File: config.mk
export PLATFORM = sky130hd
export DESIGN_NAME = stage_mem_access_flat
export DESIGN_NICKNAME = d
export VERILOG_FILES = /design/src/rtl/stage_mem_access_pkg.sv /design/src/rtl/stage_mem_access_if.sv /design/src/rtl/stage_mem_access_load_extract.sv /design/src/rtl/stage_mem_access.sv /design/src/flat_wrapper.sv
export SDC_FILE = /design/constraint.sdc
export NUM_CORES = 1
export LEC_CHECK = 0
export ABC_CLOCK_PERIOD_IN_PS = 5800
export CORE_UTILIZATION = 43
export DETAILED_ROUTE_END_ITERATION = 8
export PLACE_DENSITY_LB_ADDON = 0.1
export SLEW_MARGIN = 25
export SYNTH_ARGS = -nofsm -noshare
export SYNTH_HDL_FRONTEND = slang
export SYNTH_SLANG_ARGS = --single-unit
File: constraint.sdc
create_clock -name clk_I -period 5.8 [get_ports clk_I]
set_clock_uncertainty 0.15 [all_clocks]
set_input_delay 0.87 -clock clk_I [delete_from_list [all_inputs] [get_ports clk_I]]
set_output_delay 0.87 -clock clk_I [all_outputs]
set_load 0.005 [all_outputs]
File: src/rtl/stage_mem_access_pkg.sv
// Shared definitions for the MEM pipeline stage: FSM states, MCR field
// positions and the funct3 load encodings.
package stage_mem_access_pkg;

  typedef enum logic [4:0] {
    ST_IDLE    = 5'b00001,
    ST_REQ_W   = 5'b00010,
    ST_REQ_R   = 5'b00100,
    ST_WAIT_RD = 5'b01000,
    ST_DONE    = 5'b10000
  } state_t;

  localparam int MCR_MEMW    = 5;
  localparam int MCR_MEMR    = 4;
  localparam int MCR_STRB_HI = 3;
  localparam int MCR_STRB_LO = 0;

  localparam logic [2:0] F3_LB  = 3'b000;
  localparam logic [2:0] F3_LH  = 3'b001;
  localparam logic [2:0] F3_LW  = 3'b010;
  localparam logic [2:0] F3_LBU = 3'b100;
  localparam logic [2:0] F3_LHU = 3'b101;

endpackage

File: src/rtl/stage_mem_access_if.sv
// Data-memory request/response bus between the MEM stage (master) and the
// data memory (slave).
interface stage_mem_access_if;
  logic [31:0] Address;
  logic        MemWrite;
  logic [31:0] Write_data;
  logic [3:0]  Write_strb;
  logic        MemRead;
  logic        Mem_Req_Ready;
  logic [31:0] Read_data;
  logic        Read_data_Valid;
  logic        Read_data_Ready;

  modport master (
    output Address, MemWrite, Write_data, Write_strb, MemRead, Read_data_Ready,
    input  Mem_Req_Ready, Read_data, Read_data_Valid
  );

  modport slave (
    input  Address, MemWrite, Write_data, Write_strb, MemRead, Read_data_Ready,
    output Mem_Req_Ready, Read_data, Read_data_Valid
  );
endinterface

File: src/rtl/stage_mem_access_load_extract.sv
// Selects the addressed byte/half/word from a loaded word and sign- or
// zero-extends it according to funct3.
module load_extract
  import stage_mem_access_pkg::*;
(
  input  logic [31:0] rdr,
  input  logic [1:0]  off,
  input  logic [2:0]  f3,
  output logic [31:0] result
);

  logic [31:0] shifted;
  logic [7:0]  byte_sel;
  logic [15:0] half_sel;

  assign shifted  = rdr >> {off, 3'b000};
  assign byte_sel = shifted[7:0];
  assign half_sel = off[1] ? rdr[31:16] : rdr[15:0];

  always_comb begin
    // NOTE: every branch assigns result, and the default covers the
    // remaining funct3 codes, so no latch is inferred.
    case (f3)
      F3_LB:   result = {{24{byte_sel[7]}}, byte_sel};
      F3_LH:   result = {{16{half_sel[15]}}, half_sel};
      F3_LBU:  result = {24'h0, byte_sel};
      F3_LHU:  result = {16'h0, half_sel};
      default: result = rdr;
    endcase
  end

endmodule

File: src/rtl/stage_mem_access.sv
// MEM pipeline stage: issues data-memory requests for loads/stores, stalls
// EX while an access is outstanding, and registers the result for WB.
module stage_mem_access
  import stage_mem_access_pkg::*;
#(
  parameter bit ALIGN_ADDR = 1'b1
) (
  input  logic                      clk_I,
  input  logic                      rst_n,
  input  logic                      Done_I,
  input  logic [31:0]               PC_I,
  input  logic [5:0]                MCR,
  input  logic [31:0]               WDR,
  input  logic [31:0]               ASR,
  input  logic [4:0]                RAR,
  input  logic [2:0]                F3R,
  stage_mem_access_if.master        mem,
  output logic                      Feedback_Mem_Acc,
  output logic                      Done_O,
  output logic [31:0]               PC_O,
  output logic [4:0]                RF_waddr_O,
  output logic [31:0]               RF_wdata_O
);

  state_t      state, state_next;
  logic        memop;
  logic        is_store;
  logic [31:0] rdr;
  logic [31:0] load_data;

  assign is_store = MCR[MCR_MEMW];
  assign memop    = Done_I & (MCR[MCR_MEMW] | MCR[MCR_MEMR]);

  assign mem.Address    = ALIGN_ADDR ? {ASR[31:2], 2'b00} : ASR;
  assign mem.Write_data = WDR;
  assign mem.Write_strb = MCR[MCR_STRB_HI:MCR_STRB_LO];

  load_extract u_load_extract (
    .rdr    (rdr),
    .off    (ASR[1:0]),
    .f3     (F3R),
    .result (load_data)
  );

  always_ff @(posedge clk_I or negedge rst_n) begin
    // NOTE: sequential state uses non-blocking assignments so every register
    // samples pre-edge values regardless of process ordering.
    if (!rst_n) state <= ST_IDLE;
    else        state <= state_next;
  end

  always_comb begin
    state_next = state;
    case (state)
      ST_IDLE: begin
        if (memop) state_next = is_store ? ST_REQ_W : ST_REQ_R;
      end
      ST_REQ_W:   if (mem.Mem_Req_Ready)   state_next = ST_DONE;
      ST_REQ_R:   if (mem.Mem_Req_Ready)   state_next = ST_WAIT_RD;
      ST_WAIT_RD: if (mem.Read_data_Valid) state_next = ST_DONE;
      ST_DONE:    state_next = ST_IDLE;
      default:    state_next = ST_IDLE;
    endcase
  end

  // Moore decode only; the stall uses EX registers but no memory inputs so
  // the EX clock gate never sees a glitch from the bus.
  always_comb begin
    mem.MemWrite        = (state == ST_REQ_W);
    mem.MemRead         = (state == ST_REQ_R);
    mem.Read_data_Ready = (state == ST_WAIT_RD);
    Feedback_Mem_Acc    = ((state == ST_IDLE) & memop) |
                          (state == ST_REQ_W) | (state == ST_REQ_R) |
                          (state == ST_WAIT_RD);
  end

  always_ff @(posedge clk_I or negedge rst_n) begin
    // NOTE: rdr is a single register, not an array, so it is cleared on
    // reset like the rest of the datapath.
    if (!rst_n) begin
      Done_O     <= 1'b0;
      PC_O       <= '0;
      RF_waddr_O <= '0;
      RF_wdata_O <= '0;
      rdr        <= '0;
    end else begin
      case (state)
        ST_IDLE: begin
          if (memop) begin
            Done_O <= 1'b0;
          end else begin
            Done_O <= Done_I;
            if (Done_I) begin
              PC_O       <= PC_I;
              RF_waddr_O <= RAR;
              RF_wdata_O <= ASR;
            end
          end
        end
        ST_WAIT_RD: begin
          Done_O <= 1'b0;
          if (mem.Read_data_Valid) rdr <= mem.Read_data;
        end
        ST_DONE: begin
          Done_O     <= 1'b1;
          PC_O       <= PC_I;
          RF_waddr_O <= RAR;
          RF_wdata_O <= is_store ? ASR : load_data;
        end
        default: Done_O <= 1'b0;
      endcase
    end
  end

endmodule

File: src/flat_wrapper.sv
// flat-port wrapper written by rule: the top's interface ports become plain ports
module stage_mem_access_flat import stage_mem_access_pkg::*;
#(
  parameter bit ALIGN_ADDR = 1'b1
)
  (clk_I, rst_n, Done_I, PC_I, MCR, WDR, ASR, RAR, F3R, Feedback_Mem_Acc, Done_O, PC_O, RF_waddr_O, RF_wdata_O, mem_Address, mem_MemWrite, mem_Write_data, mem_Write_strb, mem_MemRead, mem_Read_data_Ready, mem_Mem_Req_Ready, mem_Read_data, mem_Read_data_Valid);
  stage_mem_access_if mem_i ();
  input  logic clk_I;
  input  logic rst_n;
  input  logic Done_I;
  input  logic [31:0] PC_I;
  input  logic [5:0] MCR;
  input  logic [31:0] WDR;
  input  logic [31:0] ASR;
  input  logic [4:0] RAR;
  input  logic [2:0] F3R;
  output logic Feedback_Mem_Acc;
  output logic Done_O;
  output logic [31:0] PC_O;
  output logic [4:0] RF_waddr_O;
  output logic [31:0] RF_wdata_O;
  output wire logic [$bits(mem_i.Address)-1:0] mem_Address;
  output wire logic [$bits(mem_i.MemWrite)-1:0] mem_MemWrite;
  output wire logic [$bits(mem_i.Write_data)-1:0] mem_Write_data;
  output wire logic [$bits(mem_i.Write_strb)-1:0] mem_Write_strb;
  output wire logic [$bits(mem_i.MemRead)-1:0] mem_MemRead;
  output wire logic [$bits(mem_i.Read_data_Ready)-1:0] mem_Read_data_Ready;
  input wire logic [$bits(mem_i.Mem_Req_Ready)-1:0] mem_Mem_Req_Ready;
  input wire logic [$bits(mem_i.Read_data)-1:0] mem_Read_data;
  input wire logic [$bits(mem_i.Read_data_Valid)-1:0] mem_Read_data_Valid;
  assign mem_Address = mem_i.Address;
  assign mem_MemWrite = mem_i.MemWrite;
  assign mem_Write_data = mem_i.Write_data;
  assign mem_Write_strb = mem_i.Write_strb;
  assign mem_MemRead = mem_i.MemRead;
  assign mem_Read_data_Ready = mem_i.Read_data_Ready;
  assign mem_i.Mem_Req_Ready = mem_Mem_Req_Ready;
  assign mem_i.Read_data = mem_Read_data;
  assign mem_i.Read_data_Valid = mem_Read_data_Valid;
  stage_mem_access #(.ALIGN_ADDR(ALIGN_ADDR)) u_core (.clk_I(clk_I), .rst_n(rst_n), .Done_I(Done_I), .PC_I(PC_I), .MCR(MCR), .WDR(WDR), .ASR(ASR), .RAR(RAR), .F3R(F3R), .mem(mem_i), .Feedback_Mem_Acc(Feedback_Mem_Acc), .Done_O(Done_O), .PC_O(PC_O), .RF_waddr_O(RF_waddr_O), .RF_wdata_O(RF_wdata_O));
endmodule
==> flow_metrics.py, run 1 <==
metrics = {
    "layout": {
        "final.fill_count": 1079,
        "layout.nets": 784,
        "antennaDiodeCount": 0,
        "syn_to_final_growth_pct": 37.31,
        "drive_gt1_share_pct": 15.73,
    },
    "min_path": {
        "worstHoldPathType": "flip-flop to flip-flop",
        "hold_start": "u_core.rdr[4]",
    },
    "clock_network": {
        "cts_tree": "built",
        "h-tree-depth": 3,
        "cts_resized": 0,
        "cts_buffer_depth": 2,
        "clk-insertion-delay-late_ps": 350,
        "postCtsHoldBufs": 0,
        "clk_pin_slew_ps": 70,
        "post_cts_buffers": 0,
        "cts-root-buf": "clkbuf_16",
        "cts_num_sinks": 107,
        "cts_buffers": 9,
    },
    "global_route": {
        "overflow": 0,
        "grt_max_degree": 65,
        "grt_first_pass_wirelength_um": 23670,
        "grt_pass1_vias": 4398,
        "grt_use_total_pct": 23.33,
        "antenna_found_initial": 0,
    },
    "job": {
        "cap_violations": 0,
    },
    "floorplanning": {
        "core_region_area_um2": 12670,
        "start_util_pct": 44.23,
        "die_area_um2": 13490,
        "fp.dieW_um": 116.2,
        "row_count": 41,
        "die_h_um": 116.2,
        "io_pins": 289,
    },
    "sta": {
        "setup_violations": 0,
        "worstMarginPinSlew_ps": 1045,
        "hold_violations": 0,
        "fin_crit_sh_pct": 62.13,
        "finalCriticalPeriod_ps": 3604,
        "fin_setup_tns_ps": 0,
        "relSlewSlack_pct": 30.05,
        "rsz0062_at_grt": "false",
        "maxSlewViolCount": 0,
        "timing.fmax_ghz": 0.2775,
    },
    "route": {
        "drt-total-wl_um": 15670,
        "drt_iter0_drc": 290,
        "antenna_left": 0,
        "vias": 4448,
        "drc_errors": 0,
        "avgRoutedWirePerCell_um": 19.25,
        "drt-pass1-iter-count": 8,
        "via_per_inst": 5.464,
    },
    "yosys": {
        "ys_seq_area_share_pct": 47.80,
        "synthTopCellsByCount": "106 x dfrtp_1, 68 x buf_4, 68 x mux2_2",
        "synth-edff-count": 0,
        "synthCells": 507,
        "yosysTopAreaCellShare_pct": 47.33,
        "yosys-top-cells-area": "dfrtp_1 47%, mux2_2 14%, buf_4 9.1%",
        "yosysWarningCount": 0,
        "async_flop_share_pct": 100.0,
        "yosysMostFrequentCell": "dfrtp_1",
        "synth.ff_latch_count": 107,
        "synth.cell_area_um2": 5604,
        "ys.flop_type": "dfrtp_1",
        "avgSynthCellArea_um2": 11.05,
        "synthDistinctLibCells": 46,
        "yosys.area.top_type": "dfrtp_1",
    },
    "power_and_ir_drop": {
        "vdd_drop_max_mv": 0.2915,
        "finalPower_uw": 3072,
        "p_leak_uw": 0.003126,
        "powerDensity_nw_per_um2": 399.2,
    },
    "critical_path": {
        "critPathLaunchType": "input port",
        "cp_max_fo": 28,
        "crit_start": "MCR[5]",
        "r2r-start": "u_core.state[0]",
        "crit_type": "input port to flip-flop",
        "cp_data_arrival_time_ps": 3700,
        "cp-end-kind": "flip-flop",
        "required_ps": 5900,
    },
    "placement": {
        "dpl.hpwl_um": 11710,
        "io_buffers": 214,
        "routabilityCongestion": 0.8136,
    },
    "status": {
        "status": "finished, final reports clean",
    },
}
-- power breakdown --
group          leakage, µW  internal [µW]  switching [µW]
logic              0.00165            765             413
clock network     0.000155            365             289
registers          0.00132           1040             199
total              0.00313           2170             901
-- flip-flops by register name, indices dropped and copies added (netlist names) --
signal             cells
u_core.Done_O          1
u_core.RF_waddr_O      5
u_core.rdr            32
u_core.PC_O           32
u_core.state           5
u_core.RF_wdata_O     32
-- worst max-delay path: stages --
cell and delay (ps):
clkdlybuf4s50_1 530, nor2_1 330, a21o_1 170, buf_4 290, nand2_2 220, inv_1 460
buf_4 420, mux2_2 380
-- stage by stage --
| step | cell area [µm²] | cells | worst slack (ps) | hold slack [ps] | util (%) |
|---|---|---|---|---|---|
| 3_5_place_dp | 7366 | 798 | 1848 | 333.0 | 58.13 |
| 6_report | 7695 | 814 | 2196 | 353.5 | 60.73 |
| 3_3_place_gp | 7366 | 798 | 1968 | 322.5 | 58.13 |
| 4_1_cts | 7685 | 814 | 2241 | 349.2 | 60.65 |
| 2_1_floorplan | 5608 | 508 | 3171 | 308.9 | - |
| 5_1_grt | 7695 | 814 | 1965 | 382.3 | 60.73 |
-- path summary, 6_finish.rpt --
kind | endpoint | slack, ps | cells past startpoint
setup / recovery | u_core.PC_O[16] | 2200 | 8
hold / removal | u_core.rdr[4] | 350 | 1
setup reg to reg | u_core.PC_O[16] | 2680 | 7
hold reg to reg | u_core.rdr[4] | 350 | 1
max in group asynchronous | u_core.PC_O[20] | 3920 | 2
min in group asynchronous | u_core.RF_wdata_O[24] | 360 | 1
-- cells in the final DEF (no fill, tap or decap), drive strengths merged, types with 6 or more instances in the layout --
master / instances
o22ai: 7
nand2: 13
nand3b: 7
o21ai: 23
nand3: 16
a221o: 6
o211ai: 16
mux2: 69
a21oi: 16
a22oi: 19
dfrtp: 106
inv: 10
buf: 10
clkdlybuf4s50: 213
nor3: 8
nor4: 6
nor2: 15
clkbuf: 11
mux2i: 16
nor2b: 10
-- area by class of cell --
type	instances	area (µm²)	share of cell area (%)
clock inverter	5	66.31	0.8618
sequential	107	2679	34.81
timing repair buffer	223	2207	28.68
clock buffer	11	252.7	3.285
inverter	7	26.28	0.3415
tap	172	215.2	2.797
multi-input combinational	289	2248	29.22
-- kinds of logic after synthesis --
group / synth area share, %
AND/OR/NAND/NOR: 8.417
AO/OA/AOI/OAI: 14.04
flip-flops: 47.80
multiplexers: 17.12
other: 0.06691
buffers and inverters: 12.55
-- layer usage --
metal / wire [µm] / part of all wire, % / track usage (%) / up-vias
li1: - / - / - / 2051
met5: 0 / 0 / 0 / -
met3: 1596 / 10 / 7.836 / 23
met2: 7657 / 49 / 38.81 / 227
met1: 6169 / 39 / 28.70 / 2147
met4: 243 / 1.6 / 7.350 / 0
Note: power is estimated with default switching activity, not from simulation.
==> run 2: changes to the inputs <==
ABC_CLOCK_PERIOD_IN_PS = 3300   (was 5800)
CORE_UTILIZATION = 36   (was 43)
clock period = 3.3 ns   (was 5.8 ns; I/O delays follow)
==> run 2 against run 1 <==
Non-clock buffer count grew 9; worst hold slack gained 3.3 ps; core utilization shrank 9.7 points; register-to-register slack lost 2100 ps.
==> flow_metrics.py, run 2 (synthesis results as in run 1) <==
metrics = {
    "global_route": {
        "grt_pass1_vias": 4594,
        "grt_first_pass_wirelength_um": 25440,
        "overflow": 0,
        "antenna_found_initial": 1,
        "grt_use_total_pct": 20.60,
        "grt_max_degree": 41,
    },
    "critical_path": {
        "cp_max_fo": 9,
        "crit_start": "u_core.state[2]",
        "ff2ff_path_depth": 4,
        "critPathLaunchType": "flip-flop",
        "r2r-start": "u_core.state[2]",
        "crit_type": "flip-flop to output port",
        "cp-end-kind": "output port",
        "cp_data_arrival_time_ps": 2190,
        "r2r-end": "u_core.RF_wdata_O[10]",
        "rrSetupSlack_ps": 550,
        "required_ps": 2650,
    },
    "layout": {
        "stdcell_area_um2": 7764,
        "utilization_pct": 51.07,
        "final_common_cell": "clkdlybuf4s50_1",
        "layout.nets": 793,
        "final.fill_count": 1398,
        "finalNonFillerCells": 839,
        "antennaDiodeCount": 0,
        "syn_to_final_growth_pct": 38.54,
        "top_regs": "u_core.PC_O: 32 flops, u_core.RF_wdata_O: 32 flops, u_core.rdr: 32 flops",
        "final_cell_mix": "213 x clkdlybuf4s50_1, 106 x dfrtp_1, 68 x mux2_2",
        "drive_gt1_share_pct": 16.59,
    },
    "clock_network": {
        "h-tree-depth": 3,
        "cts_buffer_depth": 2,
        "cts_buffers": 9,
        "clk_pin_slew_ps": 70,
        "cts_resized": 0,
        "cts-root-buf": "clkbuf_16",
        "cts_tree": "built",
        "cts_num_sinks": 107,
        "clk-insertion-delay-late_ps": 350,
        "post_cts_buffers": 0,
        "postCtsHoldBufs": 1,
    },
    "floorplanning": {
        "die_h_um": 126.8,
        "core_region_area_um2": 15200,
        "io_pins": 289,
        "die_area_um2": 16070,
        "fp.dieW_um": 126.8,
        "start_util_pct": 36.86,
        "row_count": 45,
    },
    "power_and_ir_drop": {
        "finalPower_uw": 5389,
        "vdd_drop_max_mv": 0.3829,
        "powerDensity_nw_per_um2": 694.1,
        "p_leak_uw": 0.003163,
    },
    "sta": {
        "relSlewSlack_pct": 43.78,
        "fin_setup_tns_ps": 0,
        "timing.fmax_ghz": 0.3525,
        "worstMarginPinSlew_ps": 843.3,
        "finalCriticalPeriod_ps": 2837,
        "rsz0062_at_grt": "false",
        "maxSlewViolCount": 0,
        "hold_violations": 0,
        "setup_violations": 0,
        "fin_crit_sh_pct": 85.98,
    },
    "route": {
        "drt-pass1-iter-count": 5,
        "avgRoutedWirePerCell_um": 19.43,
        "antenna_left": 0,
        "via_per_inst": 5.424,
        "vias": 4551,
        "drc_errors": 0,
        "drt_iter0_drc": 343,
        "drt-total-wl_um": 16300,
    },
    "placement": {
        "io_buffers": 214,
        "routabilityCongestion": 0.8779,
        "place_inst": 822,
        "dpl.hpwl_um": 11970,
        "post_dp_cell_area_um2": 7446,
    },
    "status": {
        "status": "finished, final reports clean",
    },
    "job": {
        "cap_violations": 0,
    },
    "min_path": {
        "hold_depth": 1,
        "whs_endpoint": "u_core.RF_waddr_O[2]",
        "hold_start": "u_core.RF_waddr_O[2]",
        "worstHoldPathType": "flip-flop to flip-flop",
    },
}
run 2: how the worst max path moves through the flow:
stage / to / slack, ps / cells after the start
2_1_floorplan: u_core.RF_wdata_O[12] / 1050 / 6
3_3_place_gp: u_core.RF_wdata_O[10] / 380 / 5
3_5_place_dp: u_core.PC_O[22] / 360 / 7
4_1_cts: Feedback_Mem_Acc / 460 / 4
5_1_grt: u_core.RF_wdata_O[10] / 320 / 4
6_report: Feedback_Mem_Acc / 460 / 4
run 2: area by class of cell:
cell class,count,area (µm²),area share [%]
Clock inverter,4,48.80,0.6285
Timing Repair Buffer,232,2277,29.33
Inverter,7,26.28,0.3384
Sequential cell,107,2679,34.50
Multi-Input combinational cell,289,2241,28.86
Clock buffer,12,256.5,3.304
Tap cell,188,235.2,3.030
run 2: metal layers:
metal | global-route usage, % | vias up | wire length (µm)
met1 | 27.01 | 2198 | 6866
li1 | - | 2063 | -
met3 | 6.453 | 42 | 1571
met2 | 32.11 | 246 | 7508
met4 | 7.353 | 2 | 344
met5 | 0 | - | 11
run 2: where the power goes:
part           switching [µW]  internal [µW]
sequential                342           1830
combinational             746           1350
clock                     492            630
run 2: critical path, stage by stage, from the launching register on:
cell and delay [ps]:
dfrtp_1 500, nor3_1 530, nand3b_1 220, nand2_1 100
clkdlybuf4s50_1 490
run 2: through the flow:
| stage | hold slack, ps | setup slack, ps |
|---|---|---|
| 3_3_place_gp | 323.6 | 381.3 |
| 3_5_place_dp | 327.3 | 356.7 |
| 6_report | 356.8 | 462.8 |
| 4_1_cts | 361.6 | 464.3 |
| 2_1_floorplan | 49.41 | 1046 |
| 5_1_grt | 369.2 | 323.8 |
